[config.mk]
export PLATFORM = sky130hd
export DESIGN_NAME = bg_prefetch
export DESIGN_NICKNAME = d
export VERILOG_FILES = /design/src/rtl/bg_prefetch.sv
export SDC_FILE = /design/constraint.sdc
export NUM_CORES = 1
export LEC_CHECK = 0
export ABC_CLOCK_PERIOD_IN_PS = 2750
export BUFFER_PORTS_ARGS = -buffer_cell sky130_fd_sc_hd__buf_2
export CORE_ASPECT_RATIO = 0.8
export CORE_MARGIN = 1
export CORE_UTILIZATION = 53
export DETAILED_ROUTE_END_ITERATION = 7
export PLACE_DENSITY = 0.83
export SKIP_LAST_GASP = 1
export SLEW_MARGIN = 10
export SYNTH_ARGS = -nofsm -noshare
export SYNTH_HDL_FRONTEND = slang
export SYNTH_SLANG_ARGS = --single-unit
[constraint.sdc]
create_clock -name clk_50 -period 2.75 [get_ports clk_50]
set_input_delay 0.55 -clock clk_50 [delete_from_list [all_inputs] [get_ports clk_50]]
set_output_delay 0.55 -clock clk_50 [all_outputs]
set_load 0.02 [all_outputs]
[src/rtl/bg_prefetch.sv]
// Background pixel prefetcher: streams SDRAM words into a FIFO, pops one pixel per active ce_pix (BG_PREFETCH_STATS_EN adds underrun_cnt).
// Latency: pop to bg_* is one clk_50 cycle; at most two SDRAM reads in flight.
// Backpressure: reads throttle on FIFO space plus reads in flight; an empty pop outputs zero and sets underrun.
module bg_prefetch #(
    parameter int DEPTH     = 8,
    parameter int ADDR_STEP = 2
) (
    input  logic        clk_50,
    input  logic        RESET_L,
    input  logic        ce_pix,
    input  logic        enable,
    input  logic        hblank,
    input  logic        vblank,
    input  logic        vs,
    output logic        rd_req,
    output logic [24:0] rd_addr,
    input  logic [15:0] rd_data,
    input  logic        rd_valid,
    output logic [3:0]  bg_r,
    output logic [3:0]  bg_g,
    output logic [3:0]  bg_b,
    output logic [3:0]  bg_a,
    output logic        underrun,
    output logic [15:0] underrun_cnt
);
    localparam int            AW      = $clog2(DEPTH);
    localparam logic [AW:0]   DEPTH_C = (AW+1)'(DEPTH);
    localparam logic [AW+1:0] DEPTH_W = (AW+2)'(DEPTH);
    localparam logic [24:0]   STEP_C  = 25'(ADDR_STEP);

    typedef enum logic [1:0] {IDLE, FLUSH, FILL, RUN} state_t;

    state_t        state, state_nxt;
    logic          vs_q;
    logic          vs_rise;
    logic [1:0]    outstanding;
    logic [AW:0]   fifo_count;
    logic [AW-1:0] wr_ptr, rd_ptr;
    logic [15:0]   mem [DEPTH];
    logic [15:0]   pix;

    logic          active_pix, do_flush, fetching, push, pop, pop_hit, dec, rd_req_nxt;
    logic [2:0]    in_flight;
    logic [AW+1:0] demand;

    assign vs_rise = ce_pix & vs & ~vs_q;

    always_ff @(posedge clk_50 or negedge RESET_L) begin
        if (!RESET_L) state <= IDLE;
        else          state <= state_nxt;
    end

    always_comb begin
        state_nxt = state;
        if (!enable)
            state_nxt = IDLE;
        else if (vs_rise)
            state_nxt = FLUSH;
        else begin
            case (state)
                FLUSH:   if (outstanding == 2'd0) state_nxt = FILL;
                FILL:    if (fifo_count == DEPTH_C || (ce_pix && !hblank && !vblank)) state_nxt = RUN;
                default: state_nxt = state;
            endcase
        end
    end

    // rd_req is registered, so the request already on the bus counts as in flight.
    always_comb begin
        active_pix = ce_pix & ~hblank & ~vblank;
        do_flush   = (state == FLUSH);
        fetching   = (state_nxt == FILL) || (state_nxt == RUN);
        push       = rd_valid && ((state == FILL) || (state == RUN));
        pop        = (state == RUN) && active_pix;
        pop_hit    = pop && (fifo_count != '0);
        dec        = rd_valid && (outstanding != 2'd0);
        in_flight  = {1'b0, outstanding} + {2'b00, rd_req};
        demand     = {1'b0, fifo_count} + {{(AW-1){1'b0}}, in_flight};
        rd_req_nxt = fetching && (in_flight < 3'd2) && (demand < DEPTH_W);
    end

    always_ff @(posedge clk_50 or negedge RESET_L) begin
        if (!RESET_L) begin
            vs_q        <= 1'b0;
            outstanding <= 2'd0;
            rd_req      <= 1'b0;
            rd_addr     <= '0;
        end else begin
            if (ce_pix) vs_q <= vs;
            case ({rd_req, dec})
                2'b10:   outstanding <= outstanding + 2'd1;
                2'b01:   outstanding <= outstanding - 2'd1;
                default: outstanding <= outstanding;
            endcase
            rd_req <= rd_req_nxt;
            if (do_flush)    rd_addr <= '0;
            else if (rd_req) rd_addr <= rd_addr + STEP_C;
        end
    end

    // Responses outside FILL/RUN belong to a previous frame or reset epoch and are dropped.
    always_ff @(posedge clk_50 or negedge RESET_L) begin
        if (!RESET_L) begin
            wr_ptr     <= '0;
            rd_ptr     <= '0;
            fifo_count <= '0;
        end else if (do_flush) begin
            wr_ptr     <= '0;
            rd_ptr     <= '0;
            fifo_count <= '0;
        end else begin
            if (push)    wr_ptr <= wr_ptr + 1'b1;
            if (pop_hit) rd_ptr <= rd_ptr + 1'b1;
            case ({push, pop_hit})
                2'b10:   fifo_count <= fifo_count + 1'b1;
                2'b01:   fifo_count <= fifo_count - 1'b1;
                default: fifo_count <= fifo_count;
            endcase
        end
    end

    always_ff @(posedge clk_50) begin
        if (push && !do_flush) mem[wr_ptr] <= rd_data;
    end

    always_ff @(posedge clk_50 or negedge RESET_L) begin
        if (!RESET_L) begin
            pix      <= '0;
            underrun <= 1'b0;
        end else begin
            if (state_nxt != RUN) pix <= '0;
            else if (pop)         pix <= pop_hit ? mem[rd_ptr] : 16'h0000;
            if (do_flush)             underrun <= 1'b0;
            else if (pop && !pop_hit) underrun <= 1'b1;
        end
    end

    assign bg_b = pix[15:12];
    assign bg_a = pix[11:8];
    assign bg_r = pix[7:4];
    assign bg_g = pix[3:0];

`ifdef BG_PREFETCH_STATS_EN
    logic [15:0] ur_cnt;
    always_ff @(posedge clk_50 or negedge RESET_L) begin
        if (!RESET_L)
            ur_cnt <= '0;
        else if (vs_rise && enable && underrun && ur_cnt != 16'hFFFF)
            ur_cnt <= ur_cnt + 16'd1;
    end
    assign underrun_cnt = ur_cnt;
`else
    assign underrun_cnt = 16'h0000;
`endif

    a_no_push_full: assert property (@(posedge clk_50) disable iff (!RESET_L)
        !(push && !do_flush && fifo_count == DEPTH_C));

endmodule

## Yosys cells after proc, flatten, opt, wreduce, memory -nomap -nowiden

Memory sizes are Yosys's and may differ from the RTL's.
Index checks and enable logic that the tools add are counted.

- Equal/unequal tests: 11
- Reduce and logical (&&, ||, !) cells: 27
- Multiplexer cells: 21
- $add $sub $neg: 9
- Bitwise logic cells: 7
- $lt $le $gt $ge: 2

Operator list:

| cell | number |
|---|---|
| 25-bit two-way mux | 2 |
| 16-bit two-way mux | 3 |
| 25-bit by 2-bit adder with 25-bit output (second input constant) | 1 |
| 2-bit nonzero test | 7 |
| 2-bit == test (second input constant) | 6 |
| 3-bit two-way mux | 4 |
| 1-bit logical AND | 10 |
| 2-bit two-way mux | 4 |
| 2-bit case mux with 2 select lines | 2 |
| 4-bit case mux with 2 select lines | 1 |
| 3-bit by 1-bit adder with 3-bit output (second input constant) | 2 |
| 2-bit by 1-bit == test with 1-bit output (second input constant) | 3 |
| 4-bit by 3-bit adder with 5-bit output | 1 |
| 5-bit by 4-bit less-than comparator with 1-bit output (second input constant) | 1 |
| 4-bit by 1-bit adder with 4-bit output (second input constant) | 1 |
| 1-bit bitwise AND | 4 |
| 4-bit == test (second input constant) | 1 |
| 1-bit zero test | 4 |
| 1-bit two-way mux | 4 |
| 4-bit two-way mux | 1 |
| 4-bit nonzero test | 1 |
| 4-bit by 1-bit subtractor with 4-bit output (second input constant) | 1 |
| 2-bit by 1-bit adder with 3-bit output | 1 |
| 1-bit logical OR | 3 |
| 7 further kinds | 9 |

- Input bits: 24
- Memory bits (writable): 128
- Memories: 1
- Logic and storage cells: 88
- Output and inout bits: 59
- Register bits after elaboration: 58

Memory list:

| memory | depth | bits a word | read ports | clocked after memory_dff | wr ports | RTL line | text |
|---|---|---|---|---|---|---|---|
| mem | 8 | 16 | 1 | 0 | 1 | 39 | `logic [15:0] mem [DEPTH];` |

## Depth between registers and ports, before layout

- Word-level depth: 12
- Depth in mapped cells: 10
- Gate-level depth less buffers: 10

## Worst setup path after synthesis

OpenSTA, ideal clock, no wires.

- Path type: reg-to-reg
- Start point: reg state[1]
- End point: mem mem[0][0], enable pin
- Slack: -0.207 ns
- Data required time: 2.341 ns
- Period minus slack after synthesis: 2.957 ns
- Setup time: 0.409 ns
- Stages on the path, launching flop included: 7
- Buffers on the path: 2
- Arrival time: 2.548 ns
- Cell sequence: dfrtp_1 > inv_1 > ha_1 > buf_2 > clkbuf_1 > or3_1 > nor3_1

- Cells in the longest elaborated chain, start to end: 6
- Elaborated cells on any way between the ends: 9
- Classes of those cells: 3 x eq/ne; 2 x mux; 4 x reduce/logical

Ends and longest elaborated chain:

| item | RTL line | text |
|---|---|---|
| from (decl) | 33 | `state_t state, state_nxt;` |
| from (signal assigned) | 50 | `else state <= state_nxt;` |
| 2-bit == test | 73 | `push = rd_valid && ((state == FILL) \|\| (state == RUN));` |
| 1-bit logical OR | 73 |  |
| 1-bit logical AND | 73 |  |
| 1-bit logical AND (*) | 123 | `if (push && !do_flush) mem[wr_ptr] <= rd_data;` |
| 1-bit two-way mux (*) | 123 |  |
| 1-bit two-way mux (not written as such) (*) | 123 |  |
| to (decl) | 39 |  |

Every way passes the cells marked *; elsewhere a longest branch is shown, timed or not.

## Worst setup path after layout

- Start point: reg state[1]
- End point: reg fifo_count[3]

- Cells in the longest elaborated chain, start to end: 6
- Elaborated cells on any way between the ends: 12
- Classes of those cells: 5 x eq/ne; 2 x mux; 5 x reduce/logical

Ends and longest elaborated chain:

| item | RTL line | text |
|---|---|---|
| 2-bit == test, on equally long branches | 73, 74 |  |
| 1-bit logical AND or 1-bit logical OR (tied branches) | 74, 73 |  |
| 1-bit logical AND, on equally long branches | 75, 73 |  |
| 2-bit by 1-bit == test with 1-bit output or 2-bit == test (tied branches) | 114 | `case ({push, pop_hit})` |
| 4-bit case mux with 2 select lines | 114 |  |
| 4-bit two-way mux | 107 | `end else if (do_flush) begin` |
| to (signal assigned) | 115 | `2'b10: fifo_count <= fifo_count + 1'b1;` |
| to (signal assigned) | 116 | `2'b01: fifo_count <= fifo_count - 1'b1;` |
| to (signal assigned) | 117 | `default: fifo_count <= fifo_count;` |
| to (decl) | 37 | `logic [AW:0] fifo_count;` |

Several ways; a longest one is shown, not always the timed one.
A chain may end at the register's enable or synchronous reset.

==> summary.md <==
| Metric | Value |
|---|---|
| Status | `finished clean` |
| Pwr Density | `609 mW/mm2` |
| Initial antenna violation count | `2` |
| Max-Cap Viols | `0` |
| CTS resizes | `0` |
| Syn_area_per_cell | `around 15 um2` |
| Slew HR | `36.2%` |
| Reg2Reg Depth | `9` |
| Pleak | `3.44 nW` |
| Post-synth top area cell | `edfxtp_1` |
| Largest net degree at the start of global routing | `47` |
| Maximum vdd drop | `0.000504 V` |
| IO Pins | `a little over 80` |
| Die Height | `112 um` |
| Worst Skew | `between 0.007 and 0.008 ns` |
| Post-synthesis instance area | `0.00800 mm2` |
| Root Driver | `clkbuf_16` |
| M1 WL | `a little under 7000 um` |
| Cell row count | `39` |
| Final Power | `5.55 mW` |
| Post-Synthesis Cells | `529` |
| Clock sinks | `roughly 190` |
| Crit path arrival time | `2.91 ns` |
| FF/Latch Area | `between 0.005 and 0.006 mm2` |
| Number of iterations in the first detailed-routing pass | `5` |
| CTS tree | `yes` |
| Area of the multi-input gates | `~0.0025 mm2` |
| Final instance area | `0.00912 mm2` |
| Via count | `4854` |
| Count of final setup violators | `0` |
| H-tree depth | `4` |
| CP Data Required Time | `3.04 ns` |
| DRC viols | `0` |
| Worst R2R Start | `state[1]` |
| DR iter-0 viols | `450` |
| Final wirelength | `roughly 17000 um` |
| CP Class | `flop to flop` |
| Fin util | `63.0%` |
| Worst-Margin Slew | `0.956 ns` |
| Routed len/inst | `20.4 um` |
| Synth Flop Type | `edfxtp_1` |
| Initial Util | `55.2%` |
| Final Cycle Share | `95.3%` |
| Seq pwr share | `55.6%` |
| Overflow after GRT | `0` |
| Worst skew pair latency | `approximately 0.43 ns` |
| R2r setup slk | `0.13 ns` |
| X dimension of the die | `139 um` |
| Final hold violation count | `0` |
| Fin nets | `652` |
| Core area | `0.0145 mm2` |
| Fraction of layout cells with a size suffix above 1 | `26.9%` |
| DR vias/cell | `5.99` |
| Seq/Total Area, Yosys | `around two thirds` |
| Synth warnings | `0` |
| Crit path launch type | `flop` |
| Post-synthesis register bit count | `185` |
| Total track usage | `22.5%` |
| Hold-fix buffer count after cts | `0` |
| Top Metal Used | `met4` |
| Vias in the first global route | `4881` |
| Post-DP Area | `0.00858 mm2` |
| Sw power | `about 1.3 mW` |
| Critical-path maximum fanout | `6` |
| Routed Antenna Nets | `0` |
| Fin. max-slew vios | `0` |
| Final Critical Period | `2.62 ns` |
| First-pass GRT wire length | `26100 um` |
| Fillers | `1009` |
| Largest cells by area after synthesis | `edfxtp_1, dfrtp_1, mux4_2` |
| Setup WS post-layout | `0.128 ns` |
| Clock transition at path regs | `0.06 ns` |
| CTS Buf Count | `17` |
| Met2 Wirelength | `8390 um` |
| Setup bufs post-CTS | `0` |
| Pre-CTS setup slack | `0.0407 ns` |
| DR WL met3 | `1030 um` |
| I/O Buffers | `65` |
| Min-Delay Path Class | `input port to asynchronous set/reset pin` |
| RR Endpoint | `fifo_count[3]` |
| Post-synth EDFFs | `128` |
| GP Congestion | `0.849` |
| Post-detail-place hpwl | `10300 um` |
| Int Pwr | `about 4.3 mW` |
| Combinational share of power | `5.2%` |
| Clock power share | `approximately 39%` |
| Growth of design area from synthesis to finish | `14.1%` |
| Ys async rst share | `30.8%` |
| Synth top area share | `between 40% and 50%` |
| Clock buffer depth | `2` |
| Switch share | `a little under a quarter` |
| Achievable Freq | `around 380 MHz` |
| Yosys cell types | `55` |
| CP Capture Type | `flop` |
| Die Area | `0.0156 mm2` |
==> worst max path at each step <==
stage / startpoint / endpoint / slack (ns) / cells after the start
after CTS: state[0] / fifo_count[3] / 0.01 / 10
after global routing: state[1] / fifo_count[3] / -0.03 / 9
after global placement: state[0] / fifo_count[3] / 0.20 / 10
after floorplan: fifo_count[1] / fifo_count[3] / 0.13 / 8
final: state[1] / fifo_count[3] / 0.13 / 9
after detailed placement: state[0] / fifo_count[3] / 0.04 / 10
==> power by group through the flow <==
stage	combinational (mW)	clock, mW	sequential (mW)
CTS	0.287	2.21	3.08
floorplan	0.198	0	3.13
global placement	0.266	0	3.14
global route	0.322	2.33	3.09
detailed placement	0.284	0	3.14
finish	0.287	2.18	3.09
==> layer usage <==
metal,up-vias,GRT usage [%]
met5,-,0
li1,2180,-
met2,180,36.8
met3,19,5.12
met4,0,8.52
met1,2475,29.8
==> placed cells by master, fill, tap and decap left out, types with 3 or more instances in the layout <==
master and instances:
nor2b_1 5, a32oi_1 4, or3_1 7, dfrtp_1 56, edfxtp_1 128, mux4_2 27
ha_1 14, buf_4 21, a22oi_1 15, clkbuf_16 17, buf_2 65, nor4_1 7
inv_1 14, xnor2_1 12, or4_1 5, a21oi_1 16, nand2b_1 8, o31ai_1 3
nor3_1 22, conb_1 17, nand3_1 10, nor3b_1 3, nor2_1 31, xor2_1 6
clkinv_4 4, nand4_1 3, clkinv_2 3, mux2i_1 11, inv_6 3, mux2_2 13
o21ai_0 18, nand2_1 14, and3_1 3
==> synth_stat cells, drive strengths merged, types with 2 or more instances <==
cell,count
a21o,2
o211ai,2
dfrtp,57
inv,14
mux2i,11
or3,8
mux4,27
o21a,2
edfxtp,128
or4,6
a21oi,17
o21ai,19
nand2,14
o2111ai,2
and3,3
nand4,4
nor3b,3
xor2,6
a32oi,4
and4,2
nor4b,2
clkbuf,13
nor3,24
nor4,7
xnor2,12
a22oi,15
nor2,31
o31ai,3
mux2,13
nor2b,5
nand2b,8
buf,27
nand3,10
ha,15
==> stage by stage <==
stage / cells / TNS (ns) / hold WS [ns]
5_1_grt: 809 / -0.0344 / 0.0232
4_1_cts: 809 / 0 / 0.0114
3_5_place_dp: 777 / 0 / 0.465
2_1_floorplan: 545 / 0 / 0.254
6_report: 811 / 0 / 0.0157
3_3_place_gp: 777 / 0 / 0.464
==> registers in the layout, indices dropped and copies added (netlist names) <==
signal       flops
wr_ptr           3
mem            128
rd_req           1
vs_q             1
state            2
rd_ptr           3
pix             16
fifo_count       4
rd_addr         24
outstanding      2
underrun         1
==> kinds of logic (layout without fill, tap and decap cells) <==
family,after synthesis,count (layout),synth area share [%]
and+or+nand+nor,132,132,9.14
buffers and inverters,54,134,3.65
adders and majority gates,16,16,2.60
muxes,51,51,10.8
xor gates and xnor gates,18,18,1.97
other,1,19,0.0469
DFF,185,185,65.9
AOI/OAI and AO/OA,72,72,5.87
==> cell type report <==
| cell class | instances | area share [%] |
|---|---|---|
| flip-flops and latches | 185 | 57.8 |
| diodes | 2 | 0.0549 |
| well taps | 184 | 2.52 |
| repair buffers | 88 | 5.73 |
| multi-input cells | 306 | 27.6 |
| clock buffers | 18 | 4.70 |
| clock inverters | 14 | 1.08 |
| inverters | 14 | 0.576 |
==> critical path, cell delays in order, from the launching register on <==
cell,delay (ns)
dfrtp_1,0.48
ha_2,0.28
and4bb_2,0.27
nand3_1,0.11
inv_1,0.09
ha_1,0.23
a21o_1,0.20
a21oi_2,0.21
nor3_1,0.07
or4_1,0.53
Note: power is estimated with default switching activity, not from simulation.
